===== config.mk =====
export PLATFORM = sky130hd
export DESIGN_NAME = clk_en_sequencer
export DESIGN_NICKNAME = d
export VERILOG_FILES = /design/src/rtl/clk_seq_pkg.sv /design/src/rtl/clk_seq_pick.sv /design/src/rtl/clk_en_sequencer.sv
export SDC_FILE = /design/constraint.sdc
export NUM_CORES = 1
export LEC_CHECK = 0
export CAP_MARGIN = 15
export CELL_PAD_IN_SITES_DETAIL_PLACEMENT = 0
export CELL_PAD_IN_SITES_GLOBAL_PLACEMENT = 1
export CORE_UTILIZATION = 42
export CTS_BUF_LIST = sky130_fd_sc_hd__clkbuf_4 sky130_fd_sc_hd__clkbuf_8 sky130_fd_sc_hd__clkbuf_16
export DETAILED_ROUTE_END_ITERATION = 10
export PLACE_DENSITY = 0.76
export SYNTH_ARGS = -nofsm -noshare
export SYNTH_HDL_FRONTEND = slang
export SYNTH_SLANG_ARGS = --single-unit
export TNS_END_PERCENT = 50

===== constraint.sdc =====
create_clock -name clk -period 2.6 [get_ports clk]
set_clock_uncertainty 0.1 [all_clocks]
set_input_delay 0.65 -clock clk [delete_from_list [all_inputs] [get_ports clk]]
set_output_delay 0.65 -clock clk [all_outputs]
set_load 0.01 [all_outputs]

===== src/rtl/clk_seq_pkg.sv =====
// -----------------------------------------------------------------------------
// clk_seq_pkg
// Shared definitions for the clock-enable sequencer.
//   N_CLK_DEF        default number of clock domains
//   GAP_DEF          default settle gap (idle cycles between clk_en bit changes)
//   clk_seq_state_t  sequencer FSM state encoding
// -----------------------------------------------------------------------------
package clk_seq_pkg;

    localparam int N_CLK_DEF = 13;
    localparam int GAP_DEF   = 4;

    typedef enum logic [1:0] {
        IDLE = 2'd0,
        STEP = 2'd1,
        WAIT = 2'd2
    } clk_seq_state_t;

endpackage


===== src/rtl/clk_seq_pick.sv =====
// -----------------------------------------------------------------------------
// clk_seq_pick
// Combinational bit picker: reports the lowest and highest set bit of v.
// Ports:
//   v       in   N    vector to scan
//   lo_idx  out  IW   index of the lowest set bit (0 when v == 0)
//   hi_idx  out  IW   index of the highest set bit (0 when v == 0)
//   any     out  1    at least one bit of v is set
// -----------------------------------------------------------------------------
module clk_seq_pick #(
    parameter  int N  = 13,
    localparam int IW = (N > 1) ? $clog2(N) : 1
) (
    input  logic [N-1:0]  v,
    output logic [IW-1:0] lo_idx,
    output logic [IW-1:0] hi_idx,
    output logic          any
);

    // Scan downward for lo and upward for hi: the last hit written wins,
    // which is the lowest (resp. highest) set bit.
    always_comb begin
        lo_idx = '0;
        hi_idx = '0;
        for (int i = N - 1; i >= 0; i--) begin
            if (v[i]) lo_idx = IW'(i);
        end
        for (int i = 0; i < N; i++) begin
            if (v[i]) hi_idx = IW'(i);
        end
    end

    assign any = |v;

endmodule


===== src/rtl/clk_en_sequencer.sv =====
// -----------------------------------------------------------------------------
// clk_en_sequencer
// Sequences the per-domain clock enable vector: bits turn on one at a time,
// lowest index first, then turn off one at a time, highest index first.
// Successive bit changes are separated by GAP_CYCLES idle cycles.
//
// Parameters:
//   N_CLK       number of clock domains
//   GAP_CYCLES  idle cycles between successive clk_en changes (>= 1)
//
// Ports:
//   clk        in   1      system clock
//   rst_n      in   1      asynchronous active-low reset
//   bypass     in   1      only when CLK_EN_SEQ_BYPASS_EN is defined:
//                          clk_en follows req_en directly while high
//   req_en     in   N_CLK  requested enable mask (level)
//   clk_en     out  N_CLK  sequenced enable mask (registered)
//   busy       out  1      a sequence is in progress
//   done       out  1      one-cycle pulse when clk_en reaches the target
//   dbg_state  out  2      current FSM state, for observation only
//
// Build option: define CLK_EN_SEQ_BYPASS_EN to add the bypass input.
//
// Interface protocol: req_en is a level, not a valid/ready handshake. The
// sequencer samples it only in IDLE; once a sequence starts the target is
// frozen until done pulses, and any req_en change made meanwhile is picked
// up in IDLE on the cycle after done.
// -----------------------------------------------------------------------------
module clk_en_sequencer
    import clk_seq_pkg::*;
#(
    parameter int N_CLK      = N_CLK_DEF,
    parameter int GAP_CYCLES = GAP_DEF
) (
    input  logic             clk,
    input  logic             rst_n,
`ifdef CLK_EN_SEQ_BYPASS_EN
    input  logic             bypass,
`endif
    input  logic [N_CLK-1:0] req_en,
    output logic [N_CLK-1:0] clk_en,
    output logic             busy,
    output logic             done,
    output clk_seq_state_t   dbg_state
);

    localparam int CNT_W = $clog2(GAP_CYCLES + 1);
    localparam int IW    = (N_CLK > 1) ? $clog2(N_CLK) : 1;
    localparam logic [N_CLK-1:0] LSB_ONE = N_CLK'(1);

    clk_seq_state_t   r_state;
    logic [N_CLK-1:0] r_target;
    logic [N_CLK-1:0] r_clk_en;
    logic [CNT_W-1:0] r_cnt;
    logic             r_busy;
    logic             r_done;

    logic [N_CLK-1:0] w_en_vec;
    logic [N_CLK-1:0] w_dis_vec;
    logic [IW-1:0]    w_en_lo;
    logic [IW-1:0]    w_en_hi_unused;
    logic [IW-1:0]    w_dis_lo_unused;
    logic [IW-1:0]    w_dis_hi;
    logic             w_en_any;
    logic             w_dis_any;
    logic [N_CLK-1:0] w_set_mask;
    logic [N_CLK-1:0] w_clr_mask;

    // Bits still to turn on, and bits still to turn off.
    assign w_en_vec  = r_target & ~r_clk_en;
    assign w_dis_vec = ~r_target & r_clk_en;

    clk_seq_pick #(.N(N_CLK)) u_pick_en (
        .v      (w_en_vec),
        .lo_idx (w_en_lo),
        .hi_idx (w_en_hi_unused),
        .any    (w_en_any)
    );

    clk_seq_pick #(.N(N_CLK)) u_pick_dis (
        .v      (w_dis_vec),
        .lo_idx (w_dis_lo_unused),
        .hi_idx (w_dis_hi),
        .any    (w_dis_any)
    );

    assign w_set_mask = LSB_ONE << w_en_lo;
    assign w_clr_mask = LSB_ONE << w_dis_hi;

    always_ff @(posedge clk or negedge rst_n) begin
        if (!rst_n) begin
            r_state  <= IDLE;
            r_target <= '0;
            r_clk_en <= '0;
            r_cnt    <= '0;
            r_busy   <= 1'b0;
            r_done   <= 1'b0;
        end else begin
            r_done <= 1'b0;
`ifdef CLK_EN_SEQ_BYPASS_EN
            if (bypass) begin
                // Direct pass-through; sequencing restarts from whatever
                // clk_en holds when bypass drops.
                r_clk_en <= req_en;
                r_state  <= IDLE;
                r_busy   <= 1'b0;
                r_cnt    <= '0;
            end else
`endif
            begin
                case (r_state)
                    IDLE: begin
                        if (req_en != r_clk_en) begin
                            r_target <= req_en;
                            r_busy   <= 1'b1;
                            r_state  <= STEP;
                        end
                    end
                    STEP: begin
                        // All enables are issued before any disable.
                        if (w_en_any) begin
                            r_clk_en <= r_clk_en | w_set_mask;
                            r_cnt    <= CNT_W'(GAP_CYCLES);
                            r_state  <= WAIT;
                        end else if (w_dis_any) begin
                            r_clk_en <= r_clk_en & ~w_clr_mask;
                            r_cnt    <= CNT_W'(GAP_CYCLES);
                            r_state  <= WAIT;
                        end else begin
                            r_done  <= 1'b1;
                            r_busy  <= 1'b0;
                            r_state <= IDLE;
                        end
                    end
                    WAIT: begin
                        // Leaving on cnt==1 spaces changes GAP_CYCLES+1 edges apart.
                        r_cnt <= r_cnt - CNT_W'(1);
                        if (r_cnt == CNT_W'(1)) r_state <= STEP;
                    end
                    default: r_state <= IDLE;
                endcase
            end
        end
    end

    assign clk_en    = r_clk_en;
    assign busy      = r_busy;
    assign done      = r_done;
    assign dbg_state = r_state;

endmodule


Yosys cells after proc, flatten, opt, wreduce, memory -nomap -nowiden
Cells that the tools add are included.

Logic and storage cells: 78. Output and inout bits: 17. Flip-flop bits (word level): 33. Input bits: 15.

Shift operators: 2. Reductions and logical operators: 11. Add/subtract/negate cells: 1. Multiplexer cells: 42. Equal/unequal tests: 9. Bitwise logic cells: 7.

Operators by type and width (count): $mux W4 (18); $and A13 B13 Y13 (3); $not A13 Y13 (3); $mux W13 (2); $reduce_or A13 Y1 (2); $shl A1 B4 Y13 const A (2); $mux W3 (6); $ne A13 B13 Y1 (1); $or A13 B13 Y13 (1); $mux W2 (6); $ne A2 B2 Y1 const B (4); $reduce_and A2 Y1 (4); $mux W1 (7); $pmux W2 S3 (1); $pmux W3 S2 (1); $reduce_bool A2 Y1 (3); $reduce_and A4 Y1 (1); $eq A3 B1 Y1 const B (1); $ne A3 B1 Y1 const B (1); $sub A3 B1 Y3 const B (1); $eq A2 B1 Y1 const B (1); $eq A2 B2 Y1 const B (1); $logic_not A2 Y1 (1); $pmux W1 S2 (1).

Depth between registers and ports, before layout
Gate-level depths: netlist of the first run.

Depth in word-level cells: 19. Depth in mapped cells: 8. Mapped depth without buffers: 8.

Hierarchy
Synthesis of the first run repeated with hierarchy kept, for this count alone.

Cell total of the unflattened synthesis: 246. Area total of the unflattened synthesis: 2242.2 um^2.

Modules (own cells, without submodules): clk_en_sequencer (instances 1, area an instance 1819.2 um^2, cells each 178); clk_seq_pick (instances 2, area an instance 211.5 um^2, cells each 34).

Least setup slack after synthesis of the first run
No wires, ideal clock.

Path type: register -> register. From: reg r_state[1] (netlist: dbg_state[1]). To: reg r_clk_en[1] (netlist: clk_en[1]). Setup time: 0.122 ns. Clock period less this slack: 2.213 ns. Data required time: 2.378 ns. Buffers on the path: 0. Slack: 0.387 ns. Stages on the path, launching flop included: 9. Arrival: 1.991 ns. Path through: dfrtp_1 > inv_1 > ha_1 > inv_1 > or2_2 > or2_1 > nor4_1 > nand2_1 > a32o_1.

Word-level cells in the longest chain between the ends: 2.

RTL lines: start: declaration (line clk_en_sequencer.sv:51) `clk_seq_state_t r_state;`; start signal: assignment (line clk_en_sequencer.sv:92) `r_state <= IDLE;`; start signal: assignment (line clk_en_sequencer.sv:116) `r_state <= STEP;`; start signal: assignment (line clk_en_sequencer.sv:124) `r_state <= WAIT;`; $eq A2 B1 Y1 (line clk_en_sequencer.sv:111) `case (r_state)`; $reduce_and A2 Y1 (no line); end signal: assignment (line clk_en_sequencer.sv:122) `r_clk_en <= r_clk_en | w_set_mask;`; end signal: assignment (line clk_en_sequencer.sv:126) `r_clk_en <= r_clk_en & ~w_clr_mask;`; end: declaration (line clk_en_sequencer.sv:53) `logic [N_CLK-1:0] r_clk_en;`.

Every way passes these cells. A chain may end at the register's enable or synchronous reset.

Final worst setup path of the first run
From: in req_en[9]. To: reg r_target[2].

Word-level cells in the longest chain between the ends: 2.

RTL lines: start: declaration (line clk_en_sequencer.sv:40) `input logic [N_CLK-1:0] req_en,`; $ne A13 B13 Y1 (line clk_en_sequencer.sv:113) `if (req_en != r_clk_en) begin`; $reduce_and A2 Y1 (no line); end signal: assignment (line clk_en_sequencer.sv:114) `r_target <= req_en;`; end: declaration (line clk_en_sequencer.sv:52) `logic [N_CLK-1:0] r_target;`.

Every way passes these cells.

==> results of run 1 <==
==> cell type report <==
cell class	count	area, sq um
fill	459	2110
multi-input combinational	164	1240
sequential	33	826
timing repair buffer	40	390
clock buffer	7	90.1
tap	67	83.8
inverter	11	41.3
==> worst min-delay path: cells and delay by family (launching register included) <==
kind             cells  cell delay (ps)
flip-flops           1              340
AND/OR/NAND/NOR      1               40
AO/OA/AOI/OAI        1               60
==> how the worst min path moves through the flow <==
stage,from,slack (ps),end
2_1_floorplan,rst_n,250,busy$_DFFE_PN0P_
3_3_place_gp,r_cnt[1]$_DFFE_PN0P_,370,r_cnt[1]$_DFFE_PN0P_
3_5_place_dp,r_cnt[1]$_DFFE_PN0P_,380,r_cnt[1]$_DFFE_PN0P_
4_1_cts,r_cnt[1]$_DFFE_PN0P_,390,r_cnt[1]$_DFFE_PN0P_
5_1_grt,r_cnt[1]$_DFFE_PN0P_,420,r_cnt[1]$_DFFE_PN0P_
6_report,r_cnt[1]$_DFFE_PN0P_,390,r_cnt[1]$_DFFE_PN0P_
==> per-stage QoR <==
| step | worst slack, ps | cell area (sq um) | TNS [ps] |
|---|---|---|---|
| floorplan | 387 | 2110 | 0 |
| global placement | -209 | 2580 | -3010 |
| detailed placement | -170 | 2580 | -2250 |
| CTS | 130 | 2670 | 0 |
| global route | 78.1 | 2670 | 0 |
| finish | 165 | 2670 | 0 |
==> layer usage <==
metal	wire, um	vias up	track usage (%)
li1	-	846	-
met1	2440	786	30.4
met2	2230	41	31.6
met3	179	13	4.97
met4	73	0	5.23
met5	0	-	0
==> placed cells by master (no fill, tap or decap), types with 2 or more instances in the layout <==
| master | Yosys | routed |
|---|---|---|
| dfrtp_1 | 33 | 33 |
| clkdlybuf4s50_1 | 0 | 31 |
| nand2b_1 | 23 | 23 |
| nand2_1 | 16 | 16 |
| xor2_1 | 14 | 14 |
| mux2_2 | 14 | 14 |
| inv_1 | 11 | 11 |
| o21ai_0 | 10 | 10 |
| nor2b_1 | 9 | 9 |
| buf_4 | 0 | 8 |
| ha_1 | 6 | 6 |
| clkbuf_8 | 0 | 6 |
| nor3_1 | 5 | 5 |
| nor2_1 | 4 | 4 |
| nor4_1 | 4 | 4 |
| a21oi_1 | 4 | 4 |
| o21ai_1 | 4 | 4 |
| o211ai_1 | 4 | 4 |
| a31oi_1 | 4 | 4 |
| nand4_1 | 3 | 3 |
| mux2i_1 | 3 | 3 |
| nor3b_1 | 3 | 3 |
| nand4b_1 | 2 | 2 |
| and2b_1 | 2 | 2 |
| or2_2 | 2 | 2 |
| or2_1 | 2 | 2 |
| o2bb2ai_1 | 2 | 2 |
| a2bb2oi_1 | 2 | 2 |
==> kinds of logic (layout without fill, tap and decap cells) <==
| group | count (synthesis) | count (layout) |
|---|---|---|
| mux | 17 | 17 |
| fa+ha+maj | 6 | 6 |
| flops | 33 | 33 |
| xor+xnor | 14 | 14 |
| compound gates | 42 | 42 |
| simple gates | 85 | 85 |
| buf+inv | 12 | 58 |
==> power breakdown <==
group          switching, mW  leakage, nW  internal, mW
registers              0.245        0.381         0.732
clock network          0.179       0.0477         0.220
logic                   1.04        0.671         0.972
==> sequential cells by signal, summed over array words and instances (netlist names) <==
register / count
busy: 1
r_cnt: 3
done: 1
clk_en: 13
r_target: 13
dbg_state: 2
==> summary.txt, run 1 <==
Status
  – Outcome: completed

Synth
  – Largest area contributor in the netlist: dfrtp_1
  – YS warnings: 0
  – Yosys cell types: 48
  – Cell Area, Synth: ~0.0021 sq mm
  – Top-count cell post-synth: dfrtp_1
  – Mapped Nets: 230
  – Avg Cell Area, Syn: ~10 sq um
  – Syn Inst Count: 209
  – Top FF cell, synth: dfrtp_1
  – Sequential-to-total area share from yosys stat: between 30% and 40%
  – Adder-cell share of the synthesized area: 3.55%
  – Synth Area in Compound Gates: between 10% and 20%
  – Mux cell area share after synthesis: under 10%
  – Async SR Flop Fraction: 100%
  – Largest family of logic cells by synthesized area: simple AND/OR/NAND/NOR gates
  – XOR/XNOR share of the synthesized area: 5.81%
  – Post-synth top area share: 39.1%
  – Synth top area cells: dfrtp_1 (39%), mux2_2 (7.5%), nand2b_1 (6.8%)
  – Post-synth top cells: dfrtp_1 (33), nand2b_1 (23), nand2_1 (16)
  – Synth Area in Simple Gates: 26.0%
  – EDFF count, synth: 0
  – #FFs+latches synth: 33

STA
  – Final Hold Fails: 0
  – Hold Slack: about 390 ps
  – RSZ-0062 raised after global routing: false
  – Tmin final: 2440 ps
  – Worst-Margin Slew: slightly above 800 ps
  – Setup violators final: 0
  – Final period util: a little over nine tenths
  – Fmax: 0.411 GHz
  – Slew Limit Fails: 0
  – Slew headroom: 44.2%

Placement
  – Cell Count Post-Placement: between 300 and 400
  – PortBufs: 31
  – DP Wirelength: approximately 3800 um
  – Gp weighted congestion: just over 0.8

Clock tree
  – Root buffer cell: clkbuf_8
  – Cts bufs inserted: 5
  – Setup bufs post-CTS: 0
  – Clock Path Buffers: 2
  – PostCTS Resize Cnt: 0
  – # clock sinks: 33
  – Hold_buf cts: 0
  – Clock slew at reported path FFs: around 70 ps
  – CTS tree: yes
  – Worst skew pair latency: about 290 ps
  – H-tree depth: 2

GRT
  – First-pass GRT wire length: a little over 8000 um
  – Gr usage total: a little over a fifth
  – Number of global-route vias before repair: 1645
  – Largest net degree at the start of global routing: 34
  – GRT overflow: 0
  – Initial antenna violation count: 0

Floorplan
  – CORE AREA: around 0.0048 sq mm
  – Die X: about 73 um
  – Die Y: about 73 um
  – Die Area: 0.00532 sq mm
  – FP Rows: 25
  – I/O Pins: 32
  – Initial Util: 44.1%

Power and ir drop
  – Leak: 1.10 nW
  – Pwr dens: 1270 mW/mm^2
  – Total power: around 3.4 mW
  – VDD IR max: 0.000525 V

Routing
  – Post-DRT Antenna Nets: 0
  – First drt pass iteration count: 4
  – First-iteration detailed-routing DRC count: 89
  – Final wirelength: about 5000 um
  – WL per Instance: approximately 15 um
  – Vias: between 1500 and 2000
  – Via-to-Cell Ratio: around 5.2
  – Post-route DRC: 0

Setup path
  – Crit path to: r_target[2]$_DFFE_PN0P_
  – R2r startpoint: dbg_state[1]$_DFFE_PN0P_
  – Max stage delay cell, worst path: nor4_1
  – Worst EP arrival: 2500 ps
  – Crit path launch: req_en[9]
  – Max Fanout on Critical Path: 13
  – Worst R2R Path Depth: 8
  – Worst path depth: 7
  – WP buf/inv: 2
  – Crit-path cells: clkdlybuf4s50_1 > xor2_1 > nor4_1 > nand4_1 > nand2_1 > buf_12 > mux2_2
  – Setup crit start kind: input port
  – Worst flop-to-flop path endpoint: clk_en[1]$_DFFE_PN0P_
  – Worst path top cell family by delay: simple AND/OR/NAND/NOR gates
  – Kind of critical path: input port to flop
  – R2r setup slk: a little under 300 ps
  – Crit. End Element: flop
  – CP Data Required Time: around 2700 ps
  – Slowest stage delay, CP: 450 ps

Layout
  – Share of layout cells above drive strength 1: 16.1%
  – N_diodes: 0
  – Area grow syn2layout: 26.5%
  – # nets final: about 280
  – Final core occ: between 50% and 60%
  – Layout Cells excl Fill: roughly 320

Flow run
  – Maximum Capacitance Violations: 0

Hold path
  – Hold path depth: 2
  – Hold/Removal Path Class: flop to flop
(Power assumes the default switching activity.)
==> run 2, diff against run 1 <==
- ABC_AREA: unset -> 0
- SKIP_LAST_GASP: unset -> 1
==> results of run 2 <==
No change in the layout: final DEF, timing and power equal those of run 1.
